File: config.mk
export PLATFORM = sky130hd
export DESIGN_NAME = recovery_csr_restorer_flat
export DESIGN_NICKNAME = d
export VERILOG_FILES = /design/src/rtl/recovery_csr_restorer_if.sv /design/src/rtl/recovery_csr_restorer.sv /design/src/flat_wrapper.sv
export SDC_FILE = /design/constraint.sdc
export NUM_CORES = 1
export LEC_CHECK = 0
export BUFFER_PORTS_ARGS = -buffer_cell sky130_fd_sc_hd__buf_4
export CAP_MARGIN = 20
export CORE_MARGIN = 4
export CORE_UTILIZATION = 51
export CTS_CLUSTER_DIAMETER = 80
export DETAILED_ROUTE_END_ITERATION = 7
export PLACE_DENSITY = 0.87
export SYNTH_ARGS = -nofsm -noshare
export SYNTH_HDL_FRONTEND = slang
export SYNTH_SLANG_ARGS = --single-unit
File: constraint.sdc
create_clock -name clk_i -period 2.6 [get_ports clk_i]
set_input_delay 0 -clock clk_i [delete_from_list [all_inputs] [get_ports clk_i]]
set_output_delay 0 -clock clk_i [all_outputs]
set_load 0.02 [all_outputs]
File: src/rtl/recovery_csr_restorer_if.sv
// rtl/recovery_csr_restorer_if.sv - snapshot type and CSR write-port interface for the recovery CSR restorer
//
// recovery_csr_pkg::csrs_intf_t : machine-mode CSR snapshot held by the recovery CSR storage.
// recovery_csr_restorer_if      : 12-bit-address CSR write port with req/gnt handshake.
//   req   - write request (master -> slave)
//   addr  - CSR address, held until grant (master -> slave)
//   wdata - CSR write data, held until grant (master -> slave)
//   gnt   - grant; a transfer completes when req & gnt (slave -> master)
//   rdata - combinational readback of addr (slave -> master)

package recovery_csr_pkg;

  typedef struct packed {
    logic [31:0] mie;
    logic [31:0] mscratch;
    logic [31:0] mip;
    logic [31:0] mepc;
    logic [23:0] mtvec;
    logic [5:0]  mcause;
    logic [6:0]  mstatus;
  } csrs_intf_t;

endpackage

interface recovery_csr_restorer_if;
  logic        req;
  logic [11:0] addr;
  logic [31:0] wdata;
  logic        gnt;
  logic [31:0] rdata;

  modport master (
    output req,
    output addr,
    output wdata,
    input  gnt,
    input  rdata
  );

  modport slave (
    input  req,
    input  addr,
    input  wdata,
    output gnt,
    output rdata
  );
endinterface

File: src/rtl/recovery_csr_restorer.sv
// rtl/recovery_csr_restorer.sv - replays the recovery CSR snapshot into the core after a rollback
//
// On start_i the snapshot is read once from the recovery CSR storage (one-cycle
// read_enable_o) and then written into the core one CSR per req/gnt transfer,
// mstatus last so interrupts cannot re-enable part way through.
//
// Optional feature: macro RECOVERY_CSR_VERIFY_EN adds a CHECK cycle after each
// grant that compares the readback against the written value (masked to the
// CSR's field width) and sets the sticky error_o on mismatch.
//
// Ports:
//   clk_i          - clock
//   rst_ni         - asynchronous active-low reset
//   start_i        - restore request pulse, sampled only in IDLE
//   read_enable_o  - read enable to the recovery CSR storage (LOAD only)
//   recovery_csr_i - snapshot from the storage, valid while read_enable_o=1
//   csr            - CSR write port (master side)
//   busy_o         - high in every state except IDLE
//   done_o         - one-cycle pulse when the restore completes
//   error_o        - sticky readback mismatch flag (0 without the macro)

module recovery_csr_restorer
  import recovery_csr_pkg::*;
#(
  parameter int unsigned NumCsrs = 7
) (
  input  logic                           clk_i,
  input  logic                           rst_ni,
  input  logic                           start_i,
  output logic                           read_enable_o,
  input  csrs_intf_t                     recovery_csr_i,
  recovery_csr_restorer_if.master        csr,
  output logic                           busy_o,
  output logic                           done_o,
  output logic                           error_o
);

  localparam logic [2:0] LastIdx = 3'(NumCsrs - 1);

`ifdef RECOVERY_CSR_VERIFY_EN
  typedef enum logic [2:0] {
    IDLE  = 3'd0,
    LOAD  = 3'd1,
    WRITE = 3'd2,
    CHECK = 3'd3,
    DONE  = 3'd4
  } state_t;
`else
  typedef enum logic [2:0] {
    IDLE  = 3'd0,
    LOAD  = 3'd1,
    WRITE = 3'd2,
    DONE  = 3'd4
  } state_t;
`endif

  state_t     state;
  csrs_intf_t snap;
  logic [2:0] idx;

  // Restore order: mstatus goes last.
  function automatic logic [11:0] addr_of(input logic [2:0] i);
    case (i)
      3'd0:    addr_of = 12'h305;  // mtvec
      3'd1:    addr_of = 12'h340;  // mscratch
      3'd2:    addr_of = 12'h341;  // mepc
      3'd3:    addr_of = 12'h342;  // mcause
      3'd4:    addr_of = 12'h344;  // mip
      3'd5:    addr_of = 12'h304;  // mie
      default: addr_of = 12'h300;  // mstatus
    endcase
  endfunction

  // Narrow snapshot fields are zero-extended to the 32-bit write bus.
  function automatic logic [31:0] wdata_of(input csrs_intf_t s, input logic [2:0] i);
    case (i)
      3'd0:    wdata_of = {8'd0, s.mtvec};
      3'd1:    wdata_of = s.mscratch;
      3'd2:    wdata_of = s.mepc;
      3'd3:    wdata_of = {26'd0, s.mcause};
      3'd4:    wdata_of = s.mip;
      3'd5:    wdata_of = s.mie;
      default: wdata_of = {25'd0, s.mstatus};
    endcase
  endfunction

`ifdef RECOVERY_CSR_VERIFY_EN
  // Only the implemented field bits take part in the readback compare.
  function automatic logic [31:0] mask_of(input logic [2:0] i);
    case (i)
      3'd0:    mask_of = 32'h00FF_FFFF;
      3'd3:    mask_of = 32'h0000_003F;
      3'd6:    mask_of = 32'h0000_007F;
      default: mask_of = 32'hFFFF_FFFF;
    endcase
  endfunction

  logic error_q;
  logic mismatch;

  // Address and write data are still held in CHECK, so the live readback
  // is compared against the registered write data.
  assign mismatch = (state == CHECK) && ((csr.rdata & mask_of(idx)) != csr.wdata);

  // The flag shows in the CHECK cycle itself and is then held by error_q.
  assign error_o = error_q | mismatch;
`else
  logic unused_rdata;

  assign unused_rdata = ^csr.rdata;
  assign error_o      = 1'b0;
`endif

  always_ff @(posedge clk_i or negedge rst_ni) begin
    if (!rst_ni) begin
      state         <= IDLE;
      snap          <= '0;
      idx           <= '0;
      read_enable_o <= 1'b0;
      csr.req       <= 1'b0;
      csr.addr      <= '0;
      csr.wdata     <= '0;
      busy_o        <= 1'b0;
      done_o        <= 1'b0;
`ifdef RECOVERY_CSR_VERIFY_EN
      error_q       <= 1'b0;
`endif
    end else begin
      read_enable_o <= 1'b0;
      done_o        <= 1'b0;
      case (state)
        IDLE: begin
          if (start_i) begin
            state         <= LOAD;
            read_enable_o <= 1'b1;
            busy_o        <= 1'b1;
`ifdef RECOVERY_CSR_VERIFY_EN
            // Cleared on entry so error_o is already low during LOAD.
            error_q       <= 1'b0;
`endif
          end
        end

        LOAD: begin
          // The storage output is only valid now, so the first transfer is
          // decoded straight from it rather than from the snapshot register.
          snap      <= recovery_csr_i;
          idx       <= 3'd0;
          state     <= WRITE;
          csr.req   <= 1'b1;
          csr.addr  <= addr_of(3'd0);
          csr.wdata <= wdata_of(recovery_csr_i, 3'd0);
        end

        WRITE: begin
          if (csr.gnt) begin
`ifdef RECOVERY_CSR_VERIFY_EN
            state   <= CHECK;
            csr.req <= 1'b0;
`else
            if (idx == LastIdx) begin
              state     <= DONE;
              csr.req   <= 1'b0;
              csr.addr  <= '0;
              csr.wdata <= '0;
              done_o    <= 1'b1;
            end else begin
              idx       <= idx + 3'd1;
              csr.addr  <= addr_of(idx + 3'd1);
              csr.wdata <= wdata_of(snap, idx + 3'd1);
            end
`endif
          end
        end

`ifdef RECOVERY_CSR_VERIFY_EN
        CHECK: begin
          if (mismatch) begin
            error_q <= 1'b1;
          end
          if (idx == LastIdx) begin
            state     <= DONE;
            csr.addr  <= '0;
            csr.wdata <= '0;
            done_o    <= 1'b1;
          end else begin
            state     <= WRITE;
            idx       <= idx + 3'd1;
            csr.req   <= 1'b1;
            csr.addr  <= addr_of(idx + 3'd1);
            csr.wdata <= wdata_of(snap, idx + 3'd1);
          end
        end
`endif

        DONE: begin
          state  <= IDLE;
          busy_o <= 1'b0;
        end

        default: begin
          state         <= IDLE;
          read_enable_o <= 1'b0;
          csr.req       <= 1'b0;
          busy_o        <= 1'b0;
        end
      endcase
    end
  end

endmodule
File: src/flat_wrapper.sv
// flat-port wrapper written by rule: the top's interface ports become plain ports
module recovery_csr_restorer_flat import recovery_csr_pkg::*;
#(
  parameter int unsigned NumCsrs = 7
)
  (clk_i, rst_ni, start_i, read_enable_o, recovery_csr_i, busy_o, done_o, error_o, csr_req, csr_addr, csr_wdata, csr_gnt, csr_rdata);
  recovery_csr_restorer_if csr_i ();
  input  logic clk_i;
  input  logic rst_ni;
  input  logic start_i;
  output logic read_enable_o;
  input  csrs_intf_t recovery_csr_i;
  output logic busy_o;
  output logic done_o;
  output logic error_o;
  output wire logic [$bits(csr_i.req)-1:0] csr_req;
  output wire logic [$bits(csr_i.addr)-1:0] csr_addr;
  output wire logic [$bits(csr_i.wdata)-1:0] csr_wdata;
  input wire logic [$bits(csr_i.gnt)-1:0] csr_gnt;
  input wire logic [$bits(csr_i.rdata)-1:0] csr_rdata;
  assign csr_req = csr_i.req;
  assign csr_addr = csr_i.addr;
  assign csr_wdata = csr_i.wdata;
  assign csr_i.gnt = csr_gnt;
  assign csr_i.rdata = csr_rdata;
  recovery_csr_restorer #(.NumCsrs(NumCsrs)) u_core (.clk_i(clk_i), .rst_ni(rst_ni), .start_i(start_i), .read_enable_o(read_enable_o), .recovery_csr_i(recovery_csr_i), .csr(csr_i), .busy_o(busy_o), .done_o(done_o), .error_o(error_o));
endmodule
==> out/qor.csv <==
metric,value,unit
status,"finished, final reports clean",
ys_ff_latch,212,
skew,0.01499,ns
ys_warn_count,0,
rsz0062_at_grt,no,
start_kind,register,
post-dp-hpwl,18.64,mm
synth_top_flop_cell,dfrtp_1,
die_w,144.5,um
grt_usage,32.24,%
fill_cells,1064,
first_iter_violations,997,
antenna_found_initial,1,
via_per_inst,5.867,
worstMarginPinSlew,0.8058,ns
cp.arrival,2.81,ns
die_h,144.5,um
clock_latency,0.50,ns
async_flop_share,100.0,%
wl_per_cell,20.30,um
fin_crit,2.445,ns
fin_tns_setup,0,ns
io_buffers,210,
drc,0,
grt_pass1_vias,10180,
power_density,1140,nW/um2
seq_area_frac_synth,55.83,%
r2r_cells,6,
syn_area,9502,um2
maxSlewHeadroom,46.28,%
start_util,52.36,%
synth_edf_count,0,
die-area,20880,um2
syn_area_per_cell,8.955,um2
critPathRequiredTime,2.96,ns
dpl.cell_count,1461,
finalSetupViolCount,0,
rr_startpoint,u_core.idx[0],
wl_met3,2.909,mm
power,15.76,mW
critPathCaptureType,register,
h-tree-depth,1,
grt_max_degree,78,
maxCapViolations,0,
ctsRootBufferMaster,clkbuf_16,
hp-class,in2async,
crit_path_max_fanout,12,
critical_path.slowest_cell,dfrtp_1,
io_pins,250,
finalNetCount,1630,
final_cell_mix,"nand2_1 (512), buf_4 (238), dfrtp_1 (212), dlygate4sd3_1 (168), mux2_2 (36)",
fin_cells,1670,
final-max-slew-violation-count,0,
ir_worst_vdd,0.0005783,V
grt_pass1_wl,52.75,mm
cts_tree,yes,
routed.top_layer,met4,
critPathKind,reg2reg,
multi_input_area,3864,um2
drt-met1-wl,11.95,mm
ff_latch_area,5305,um2
routed_wl,33.89,mm
final_common_cell,nand2_1,
reg2reg_slack,0.16,ns
period_share,94.03,%
timing.rr.end,u_core.csr.wdata[7],
drive_gt1_share,22.59,%
wl_met2,17.14,mm
ant_nets,0,
place.gp.congestion,0.8442,
hold_violations,0,
cts_made_buffers,22,
cts_setup_buffers,0,
rows,49,
synthCells,1061,
synth.distinct_cells,48,
path_cells,ha_1 > xnor2_4 > buf_12 > mux2_2 > a222oi_1 > o21ai_0,
grt_overflow,0,
clkSinkCount,212,
leakagePower,6.993,nW
syn_to_final_growth,45.56,%
vias,9798,
fmax,409.0,MHz
coreArea,18150,um2
first_pass_iters,8,
clkTransAtPathRegs,0.06,ns
cts_max_path_buffers,3,
slowest_delay,0.44,ns
[where the power goes]
group	leakage, nW	switching, mW	total, mW	internal [mW]
Combinational	4.03	3.92	6.68	2.76
Sequential	2.61	1.05	5.95	4.90
Clock	0.356	1.30	3.13	1.83
Total	6.99	6.27	15.8	9.49
[what timing repair did]
action	in CTS	in global routing
hold buffers	168	0
endpoints found under the setup margin	0	0
endpoints found under the hold margin	257	0
gates resized for setup	0	0
[worst max-delay path by stage]
stage                             start                   end  slack (ns)  cells after the start
after floorplan           u_core.idx[0]  u_core.csr.wdata[13]        0.54                      6
after global placement    u_core.idx[0]  u_core.csr.wdata[21]        0.35                      6
after detailed placement  u_core.idx[0]  u_core.csr.wdata[11]        0.27                      6
after CTS                 u_core.idx[0]  u_core.csr.wdata[11]        0.19                      6
after global routing      u_core.idx[0]   u_core.csr.wdata[7]        0.04                      6
final                     u_core.idx[0]   u_core.csr.wdata[7]        0.16                      6
[flip-flops by register name, summed over array words and instances, names as in the netlist]
signal / count
u_core.csr.addr: 5
u_core.idx: 3
u_core.busy_o: 1
u_core.done_o: 1
u_core.state: 3
u_core.snap: 165
u_core.csr.req: 1
u_core.read_enable_o: 1
u_core.csr.wdata: 32
[per-layer routing]
| layer | global-route usage (%) | vias up |
|---|---|---|
| li1 | - | 4216 |
| met1 | 38.17 | 4706 |
| met3 | 6.812 | 172 |
| met5 | 0 | - |
| met2 | 55.35 | 704 |
| met4 | 16.79 | 0 |
[critical path: cells and delay by family (launching register included)]
family	cells	cell delay (ns)
DFF	1	0.44
xor gates and xnor gates	1	0.43
buffers and inverters	1	0.20
AOI/OAI and AO/OA	2	0.56
adders and majority gates	1	0.35
muxes	1	0.34
[layout make-up]
type | instances | area share [%]
Tap cell | 229 | 2.072
Timing Repair Buffer | 415 | 26.33
Antenna cell | 2 | 0.03619
Clock inverter | 7 | 0.4342
Inverter | 5 | 0.1357
Sequential cell | 212 | 38.36
Clock buffer | 32 | 4.695
Multi-Input combinational cell | 768 | 27.94
[stage by stage]
step	setup WS [ns]	area, um2	hold slack, ns	utilization [%]
2_1_floorplan	0.5358	9524	-0.2956	-
3_3_place_gp	0.3526	11430	0.05762	63.01
3_5_place_dp	0.2672	11430	0.06253	63.01
4_1_cts	0.1944	13830	0.1059	76.19
5_1_grt	0.03751	13830	0.1312	76.20
6_report	0.1552	13830	0.08978	76.21
[synthesized netlist by cell type (2+ instances only)]
cell type | number | area [um2]
clkbuf_1 | 57 | 214.0
and3_1 | 7 | 43.79
a21oi_1 | 27 | 135.1
buf_4 | 9 | 67.56
o21ai_1 | 3 | 15.01
a221oi_1 | 16 | 140.1
buf_2 | 14 | 70.07
nor4b_1 | 2 | 17.52
o31ai_1 | 5 | 37.54
a22oi_1 | 29 | 217.7
nand3_1 | 8 | 40.04
a222oi_1 | 9 | 90.09
ha_1 | 5 | 62.56
o41ai_1 | 2 | 17.52
nor2_1 | 24 | 90.09
a22o_1 | 2 | 17.52
a221o_1 | 7 | 70.07
and2_1 | 3 | 18.77
o21a_1 | 10 | 75.07
a211oi_1 | 12 | 90.09
o21ai_0 | 15 | 75.07
or3b_2 | 2 | 17.52
inv_1 | 5 | 18.77
mux2_1 | 2 | 22.52
nand2_1 | 512 | 1922
dfrtp_1 | 212 | 5305
mux2_2 | 36 | 405.4
nand4_1 | 6 | 37.54
[cell families (layout without fill, tap and decap cells)]
| group | Yosys count | after routing | synth area share, % |
|---|---|---|---|
| XOR/XNOR | 2 | 2 | 0.2634 |
| AO/OA/AOI/OAI | 144 | 144 | 10.94 |
| buffers and inverters | 87 | 459 | 4.056 |
| multiplexers | 39 | 39 | 4.609 |
| AND/OR/NAND/NOR | 571 | 571 | 23.60 |
| flip-flops | 212 | 212 | 55.83 |
| other | 1 | 9 | 0.03947 |
| adder cells (fa/ha/maj) | 5 | 5 | 0.6584 |
Power figures use the tool's default switching activity.
